**config.mk**
```make
export PLATFORM = sky130hd
export DESIGN_NAME = rr_arbiter_32
export DESIGN_NICKNAME = d
export VERILOG_FILES = /design/src/rtl/rr_arbiter_32.sv
export SDC_FILE = /design/constraint.sdc
export NUM_CORES = 1
export LEC_CHECK = 0
export ABC_AREA = 1
export CAP_MARGIN = 40
export CORE_UTILIZATION = 55
export CTS_BUF_LIST = sky130_fd_sc_hd__clkbuf_4 sky130_fd_sc_hd__clkbuf_8
export DETAILED_ROUTE_END_ITERATION = 6
export PLACE_DENSITY = 0.77
export SLEW_MARGIN = 40
export SYNTH_ARGS = -nofsm -noshare
export SYNTH_HDL_FRONTEND = slang
export SYNTH_SLANG_ARGS = --single-unit
```
**constraint.sdc**
```tcl
create_clock -name clk -period 10.95 [get_ports clk]
set_clock_uncertainty 0.05 [all_clocks]
set_input_delay 1.6425 -clock clk [delete_from_list [all_inputs] [get_ports clk]]
set_output_delay 1.6425 -clock clk [all_outputs]
set_load 0.1 [all_outputs]
```
**src/rtl/rr_arbiter_32.sv**
```systemverilog
// Round-robin arbiter over 32 requesters. The winner is presented as a
// registered 5-bit index for the downstream 5-to-32 decoder. A rotating
// priority pointer makes the arbitration fair.
//
// Handshake: grant_valid/grant_idx are registered. They stay stable while
// grant_valid=1 and grant_ready=0. A grant is accepted on the rising edge
// where grant_valid && grant_ready. grant_ready has no effect while
// grant_valid=0. grant_idx is meaningful only when grant_valid=1.
//
// busy mirrors the FSM (1 in GRANT, 0 in IDLE), so the state is visible
// at the boundary.
module rr_arbiter_32 (
    input  logic        clk,
    input  logic        rst,
    input  logic [31:0] req,
    input  logic        grant_ready,
    output logic        grant_valid,
    output logic [4:0]  grant_idx,
    output logic        busy
);

    typedef enum logic {
        IDLE  = 1'b0,
        GRANT = 1'b1
    } state_t;

    state_t      state;
    logic [4:0]  ptr;
    logic [31:0] rot_req;
    logic [4:0]  rot_idx;
    logic [4:0]  winner;

    // Rotate the requests so that requester ptr sits at bit 0.
    always_comb begin
        rot_req = '0;
        for (int i = 0; i < 32; i++) begin
            rot_req[i] = req[5'(i) + ptr];
        end
    end

    // Find the lowest set bit of the rotated vector, then undo the rotation
    // with a modulo-32 add.
    always_comb begin
        rot_idx = '0;
        for (int i = 31; i >= 0; i--) begin
            if (rot_req[i]) begin
                rot_idx = 5'(i);
            end
        end
        winner = rot_idx + ptr;
    end

    // Two-state grant FSM with registered outputs and the priority pointer.
    always_ff @(posedge clk) begin
        if (rst) begin
            state       <= IDLE;
            ptr         <= '0;
            grant_valid <= 1'b0;
            grant_idx   <= '0;
            busy        <= 1'b0;
        end else begin
            case (state)
                IDLE: begin
                    if (|req) begin
                        grant_idx   <= winner;
                        grant_valid <= 1'b1;
                        busy        <= 1'b1;
                        state       <= GRANT;
                    end
                end
                GRANT: begin
                    // The grant is sticky: req is not looked at until the accept.
                    if (grant_ready) begin
                        ptr         <= grant_idx + 5'd1;
                        grant_valid <= 1'b0;
                        busy        <= 1'b0;
                        state       <= IDLE;
                    end
                end
                default: begin
                    state <= IDLE;
                end
            endcase
        end
    end

endmodule

```
; After elaboration in Yosys (flattened, before gate mapping)
; Cells that the tools add are included.
[classes]
add_sub_neg = 33
multipliers = 0
div = 0
n_lt_le_gt_ge = 32
eq_ne = 2
n_shift = 0
n_mux = 102
bitwise = 1
n_reduce_logical = 4
[op_table]
columns = op, n
row1 = $lt 5x6->1 const B, 32
row2 = $bmux 1 s5, 32
row3 = $mux 5, 32
row4 = $add 5x5->5 const A, 16
row5 = $add 4x5->5 const A, 8
row6 = $mux 1, 36
row7 = $reduce_or 32->1, 1
row8 = $add 3x5->5 const A, 4
row9 = $add 2x5->5 const A, 2
row10 = $reduce_and 2->1, 3
row11 = $add 1x5->5 const A, 1
row12 = $add 5x1->5 const B, 1
row13 = $add 5x5->5, 1
row14 = $ne 2x2->1 const B, 2
row15 = $pmux 1 s2, 2
row16 = $not 1->1, 1
[word_totals]
register_bits = 12
latchBits = 0
ram_bits = 0
rom_bits = 0
input_bits = 35
out_inout_bits = 7
word_cells = 178
memories = 0

; Longest topological paths before layout
; Gate-level depths: netlist of run 1.
[logic_depth]
depth_word = 36
depth_mapped = 51
depth_no_buf = 49

; Worst setup path before layout of run 1
; OpenSTA, ideal clock, no wires.
[synth_path]
kind = input-to-reg
start = input req[11]
end = register grant_idx[4]
setup_time_ns = 0.118
arrival_ns = 4.840
required_time_ns = 10.782
setup_slack_ns = 5.941
stages = 46
path_cell_list = nand2_1 > nand3_1 > nand2_1 > inv_1 > o21ai_2 > nand2_1 > o21ai_1 > nand2_1 > nand2_1 > nand2_1 > nand2_1 > nand2_1 > nand2_1 > nand2_1 > nand2_1 > nand2_1 > nand2_1 > nand2_1 > [10 not listed] > nand2_1 > nand2_1 > nand2_1 > nand2_1 > nand2_1 > nand2_1 > nand2_1 > nand2_1 > a21oi_2 > ha_1 > inv_1 > fa_1 > o21ai_0 > xor2_1 > xor2_1 > nand2_1 > o211ai_1 > inv_1
[synth_between]
elab_chain_len = 35
word_cells_on_any_way = 99
cone_classes = add/sub: 1 / mux: 96 / reduce/logical: 2
[synth_lines]
columns = item, line_no
row1 = "start, declared", 15  ; input logic [31:0] req,
row2 = $bmux 1 s5, 37  ; rot_req[i] = req[5'(i) + ptr];
row3 = $mux 1 (implied by the code), 37
row4 = $mux 5 (32 in series), 46  ; if (rot_req[i]) begin
row5 = $add 5x5->5, 50  ; winner = rot_idx + ptr;
row6 = "end signal, assigned", 65  ; grant_idx <= winner;
row7 = "end, declared", 18  ; output logic [4:0] grant_idx,
; Parallel ways exist; a longest one is shown, timed or not. The select of a mux whose other input is x is not followed.
; A chain may end at the register's enable or synchronous reset.

; Final worst setup path of run 1
[layout_path]
start = input req[22]
end = register grant_idx[4]
; The elaborated chain is that of the path after synthesis.

==> results of run 1 <==
## flip-flops by register name, indices dropped and copies added (netlist names)
| name | count |
|---|---|
| busy | 1 |
| grant_idx | 5 |
| ptr | 5 |
| state | 1 |
## worst max-delay path: cells and delay by family
kind	cells	cell delay, ns
AO/OA/AOI/OAI	6	1.14
XOR/XNOR	2	0.35
adder cells (fa/ha/maj)	2	0.56
buffers and inverters	3	0.58
AND/OR/NAND/NOR	28	1.73
## layout by cell type, fill, tap and decap left out, drive strengths merged, types with 2 or more instances in the layout
cell type and instances:
nand2 220, dfxtp 12, o21ai 40, clkbuf 4
ha 18, a21oi 16, o21bai 10, and2 2
nand4 2, a31oi 14, a31o 2, nor4 8
o22ai 2, inv 72, buf 8, nor3 2
nor2 44, nand3 138, o21a 6, xor2 20
clkdlybuf4s50 34, xnor2 6
## per-layer routing
layer	up-vias	routed length, um	GRT usage, %
met5	-	0	0
met1	1981	5233	47.78
met3	27	1024	7.889
met4	0	282	10.70
met2	197	5181	61.42
li1	2244	-	-
## where the power goes
| group | switching, mW | leakage (nW) | internal (mW) | total (mW) |
|---|---|---|---|---|
| logic | 0.248 | 1.87 | 0.118 | 0.366 |
| clock network | 0.0168 | 0.0288 | 0.0318 | 0.0486 |
| registers | 0.00872 | 0.0995 | 0.0480 | 0.0567 |
| total | 0.274 | 1.99 | 0.198 | 0.471 |
## worst paths after layout
path | startpoint | endpoint | cells after the start
hold / removal | state$_SDFF_PP0_ | state$_SDFF_PP0_ | 2
setup / recovery | req[22] | grant_idx[4]$_SDFFE_PP0P_ | 41
hold reg to reg | state$_SDFF_PP0_ | state$_SDFF_PP0_ | 2
setup reg to reg | ptr[1]$_SDFFE_PP0P_ | grant_idx[4]$_SDFFE_PP0P_ | 47
## stage by stage
stage / util (%) / hold WS (ns) / total power, mW
finish: 64.20 / 0.4541 / 0.4714
floorplan: - / 0.4075 / 0.3296
global placement: 63.85 / 0.4182 / 0.4098
detailed placement: 63.27 / 0.4373 / 0.4129
global route: 64.20 / 0.4869 / 0.5189
CTS: 64.18 / 0.4459 / 0.4630
## cell families (layout without fill, tap and decap cells)
family | Yosys count | count (layout)
and+or+nand+nor | 416 | 416
AOI/OAI and AO/OA | 94 | 94
buffers and inverters | 94 | 118
xor gates and xnor gates | 26 | 26
adders and majority gates | 19 | 19
DFF | 12 | 12
muxes | 1 | 1
## area by class of cell
type                       count  share of cell area, %
tap                           75                  2.426
sequential                    12                  6.242
multi-input combinational    556                  72.96
inverter                      72                  7.050
clock buffer                   4                  1.423
timing repair buffer          42                  9.897
==> summary.md, run 1 <==
| Metric | Value |
|---|---|
| Status | finished clean |
| Post-Synth Simple-Gate Area | 50.73% |
| Slowest cell delay on critical path | 0.47 ns |
| Mux cell area share after synthesis | 0.2866% |
| Max rail drop VDD | 0.0001552 V |
| Die height | 81.68 um |
| Fraction of registers with async set/reset | 0% |
| Core area | 6026 um2 |
| Clk pin slew, worst setup/hold paths | 0.05 ns |
| CTS tree | yes |
| First-pass GRT wire length | 18.73 mm |
| Post-Synth XOR/XNOR Area | 6.736% |
| DP HPWL | 9.581 mm |
| Die span in x | 81.68 um |
| Largest net degree at the start of global routing | 39 |
| Crit path required time | 11.04 ns |
| Setup repair after global routing missed its margin | no |
| Io pins | 42 |
| Final Max Slew Viols | 0 |
| Vias per std cell | 5.846 |
| Quantity of gates resized following cts | 0 |
| Setup Buffers After CTS | 0 |
| EDFF count, synth | 0 |
| Post-Route WL | 11.72 mm |
| DR DRC count | 0 |
| Via count | 4,449 |
| Crit path top cell by count | nand2_1 |
| # setup viols final | 0 |
| Worst Path Arrival | 6.01 ns |
| Yosys top cell area share | 23.43% |
| Area of the multi-input gates | 2823 um2 |
| Wire per inst | 15.40 um |
| First DRT Iteration DRCs | 425 |
| Post-synth top area cell | nand2_1 |
| Routability cong. | 1.065 |
| Fill cells | 606 |
| Vias in the first global route | 3,949 |
| CTS buffer count | 3 |
| Worst min path class | reg -> reg |
| Sequential share of the synthesized area | 6.879% |
| GRT Total Usage | 36.99% |
| Grt total ovfl | 0 |
| PD cells | 121.9 nW/um2 |
| Area of the die | 6672 um2 |
| Clk_lat worst skew | 0.25 ns |
| PortBufs | 41 |
| Root Buffer | clkbuf_8 |
| Longest Clk Path Bufs | 2 |
| CP max-delay cell | clkdlybuf4s50_1 |
| Pre-antenna DRT Iters | 6 |
| Fmax | 168.8 MHz |
| Synth warn | 0 |
| Area growth syn-to-layout | 10.78% |
| Placed inst area | 3812 um2 |
| Register Area | 241.5 um2 |
| # hold bufs at CTS | 0 |
| Synth top area cells | nand2_1 (23%), nand3_1 (20%), inv_1 (7.1%) |
| Final Critical Period | 5.926 ns |
| Design area | 3869 um2 |
| Cell count after placement | 757 |
| # diodes | 0 |
| Syn Inst Count | 662 |
| Post-synthesis cell area | 3492 um2 |
| Synth Register Bits | 12 |
| CP Max Fanout | 3 |
| Post-layout nets | 741 |
| Post-synth top cells | nand2_1 (218), nand3_1 (138), inv_1 (66) |
| Max Cap Violations | 0 |
| Worst reg2reg setup slack | 5.05 ns |
| Nature of the critical path startpoint | primary input |
| Synth Net Count | 716 |
| Hold Vio Cnt, Final | 0 |
| CP Capture Type | register |
| Cell leakage power | 1.995 nW |
| Starting density of the core | 57.95% |
| Compound-gate portion of the synthesized area | 16.05% |
| Top_reg_cell synth | dfxtp_1 |
| Setup WS post-layout | 5.024 ns |
| Non-Filler Instances | 761 |
| Netlist cell types | 37 |
| Slew Limit Headroom | 52.15% |
| Worst slack, placed | 4.769 ns |
| Initial antenna violation count | 0 |
| Layout cell share with drive strength beyond 1 | 3.936% |
| Worst-margin pin slew | 0.7168 ns |
| Antenna Nets Post-Route | 0 |
| Top-count cell post-synth | nand2_1 |
| TNS Setup | 0 ns |
| Critical path type | in -> reg |
| Adder-Cell Fraction of Synth Area | 7.023% |
| Tcrit/Tclk final | 54.12% |
| Clk sink count | 12 |
| H-tree depth | 1 |
| Largest family of logic cells by synthesized area | simple AND/OR/NAND/NOR gates |
| Average size of a mapped cell | 5.275 um2 |
| # rows | 28 |
Power figures use the tool's default switching activity.
==> inputs of run 2 (changes only) <==
Settings changed: CORE_UTILIZATION 55 to 53.
Clock period 10.95 ns to 5.4 ns, I/O delays scaled along.
==> run 2 against run 1 <==
Global-route usage is 2.6 points lower. First-iteration DRC count fell by 2.6%. Hold slack got worse by 0.019 ns. Critical path depth up 2. Utilization down 1.5 points. Clock power grew 100%. Combinational power is 110% higher. Clock-buffer cell count stayed put. Routed wire length up 2.4%. Sequential power rose by 94%. Sequential share of layout area decreased by 0.18 points. Cell count increased by 1.4%.
==> summary.md, run 2 (synthesis results as in run 1) <==
| Metric | Value |
|---|---|
| Logic pwr share | 78.6% (was 77.7%) |
| Grt total ovfl | 0 (unchanged) |
| Setup Buffers After CTS | 0 (unchanged) |
| NetSw | 0.5604 mW (was 0.2736 mW) |
| Tcrit/Tclk final | 90.99% |
| CP Capture Type | register (unchanged) |
| Clock power share | 10.1% (was 10.3%) |
| Cell count after placement | 767 (was 757) |
| Cell family with most CP delay | simple AND/OR/NAND/NOR gates (unchanged) |
| Slowest cell delay on critical path | 0.50 ns (was 0.47 ns) |
| Die height | 83.17 um (was 81.68 um) |
| Most frequent cells in the layout | nand2_1 (218), nand3_1 (137), inv_1 (64), nor2_1 (44), o21ai_0 (34) (was nand2_1 (218), nand3_1 (138), inv_1 (66), nor2_1 (44), o21ai_0 (36)) |
| # diodes | 0 (unchanged) |
| Non-Filler Instances | 772 (was 761) |
| Io pins | 42 (unchanged) |
| DP HPWL | 9.829 mm (was 9.581 mm) |
| Cell leakage power | 2.065 nW (was 1.995 nW) |
| CTS tree | yes (unchanged) |
| P_int | 0.4119 mW (was 0.1978 mW) |
| First DRT Iteration DRCs | 414 (was 425) |
| CP max-delay cell | clkdlybuf4s50_1 (unchanged) |
| CP Max Fanout | 3 (unchanged) |
| Largest net degree at the start of global routing | 36 (was 39) |
| Routability cong. | 1.051 (was 1.065) |
| Reg power frac | 11.3% (was 12.0%) |
| Vias in the first global route | 4,001 (was 3,949) |
| Area growth syn-to-layout | 14.05% (was 10.78%) |
| # rows | 29 (was 28) |
| Vias per std cell | 5.915 (was 5.846) |
| Area of the die | 6917 um2 (was 6672 um2) |
| PD cells | 244.1 nW/um2 (was 121.9 nW/um2) |
| Via count | 4,566 (was 4,449) |
| Status | finished clean (unchanged) |
| Crit path required time | 5.48 ns (was 11.04 ns) |
| First-pass GRT wire length | 19.50 mm (was 18.73 mm) |
| Nature of the critical path startpoint | primary input (unchanged) |
| # setup viols final | 0 (unchanged) |
| DR DRC count | 0 (unchanged) |
| Post-layout nets | 750 (was 741) |
| Starting density of the core | 55.00% (was 57.95%) |
| CTS buffer count | 3 (unchanged) |
| Worst Path Arrival | 4.99 ns (was 6.01 ns) |
| Crit path top cell by count | nand2_1 (unchanged) |
| Fmax | 203.5 MHz |
| Layout cell share with drive strength beyond 1 | 6.187% (was 3.936%) |
| Pre-antenna DRT Iters | 5 (was 6) |
| Switching part of the total power | 57.64% (was 58.04%) |
| Core area | 6350 um2 (was 6026 um2) |
| GRT Total Usage | 34.41% (was 36.99%) |
| Post-Route WL | 12.00 mm (was 11.72 mm) |
| Final Critical Period | 4.914 ns |
| Initial antenna violation count | 0 (unchanged) |
| Max rail drop VDD | 0.0002400 V (was 0.0001552 V) |
| Longest Clk Path Bufs | 2 (unchanged) |
| Die span in x | 83.17 um (was 81.68 um) |
| Final Max Slew Viols | 0 (unchanged) |
| Antenna Nets Post-Route | 0 (unchanged) |
| Clk_lat worst skew | 0.24 ns (was 0.25 ns) |
| Clk pin slew, worst setup/hold paths | 0.05 ns (about the same) |
| Worst path buffer plus inverter count | 3 (unchanged) |
| Clk sink count | 12 (unchanged) |
| PortBufs | 41 (unchanged) |
| Max Cap Violations | 0 (unchanged) |
| Regs by FF count | grant_idx: 5 flops, ptr: 5 flops (unchanged) |
| Slew Limit Headroom | 61.30% (was 52.15%) |
| Wire per inst | 15.54 um (was 15.40 um) |
| Hold Vio Cnt, Final | 0 (unchanged) |
| Root Buffer | clkbuf_8 (unchanged) |
| TNS Setup | 0 ns (unchanged) |
| Worst min path class | reg -> reg (unchanged) |
| Commonest non-fill, non-tap cell in the layout | nand2_1 (unchanged) |
| Setup repair after global routing missed its margin | no (unchanged) |
| Critical path type | in -> reg (unchanged) |
| Worst-margin pin slew | 0.5797 ns (was 0.7168 ns) |
| H-tree depth | 1 (unchanged) |
run 2: worst paths after layout:
check | start | to | slack, ns | cells after the start
worst max-delay path | req[25] | grant_idx[4]$_SDFFE_PP0P_ | 0.49 | 43
worst min-delay path | state$_SDFF_PP0_ | state$_SDFF_PP0_ | 0.44 | 2
worst max register to register | ptr[0]$_SDFFE_PP0P_ | grant_idx[4]$_SDFFE_PP0P_ | 0.58 | 42
worst min register to register | state$_SDFF_PP0_ | state$_SDFF_PP0_ | 0.44 | 2
run 2: worst min-delay path: cells and delay by family, from the launching register on:
| family | cells | cell delay [ns] |
|---|---|---|
| DFF | 1 | 0.33 |
| buffers and inverters | 1 | 0.06 |
| AOI/OAI and AO/OA | 1 | 0.05 |
run 2: layout make-up:
type | count | area (um2)
multi-input cells | 556 | 2853
fillers | 659 | 2367
repair buffers | 50 | 450.4
inverters | 72 | 279.0
flip-flops and latches | 12 | 241.5
well taps | 77 | 96.34
clock buffers | 4 | 55.05
repair inverters | 1 | 7.507
run 2: layer usage:
layer / vias up / GRT usage [%] / share of wire (%)
li1: 2251 / - / -
met1: 2060 / 48.94 / 44
met2: 230 / 54.32 / 44
met3: 25 / 5.567 / 10
met4: 0 / 7.680 / 1.8
met5: - / 0 / 0
run 2: what timing repair did:
item | CTS | global route
endpoints found under the setup margin | 0 | 1
resized for setup | 0 | 17
hold buffers | 0 | 0
run 2: through the flow:
stage	hold slack (ns)	setup WS, ns	power (mW)	utilization [%]	cell area (um2)
2_1_floorplan	0.4075	0.6922	0.6684	-	3492
3_3_place_gp	0.4167	0.3064	0.8422	61.58	3910
3_5_place_dp	0.4247	0.1819	0.8464	61.02	3875
4_1_cts	0.4354	0.3134	0.9466	61.89	3930
5_1_grt	0.4848	0.01252	1.068	62.72	3983
6_report	0.4352	0.4864	0.9723	62.72	3983
run 2: power groups by stage:
stage,clock network (mW),registers (mW),logic [mW]
2_1_floorplan,0,0.145,0.524
3_3_place_gp,0,0.111,0.731
5_1_grt,0.103,0.111,0.855
3_5_place_dp,0,0.111,0.735
4_1_cts,0.0986,0.109,0.739
6_report,0.0978,0.110,0.765
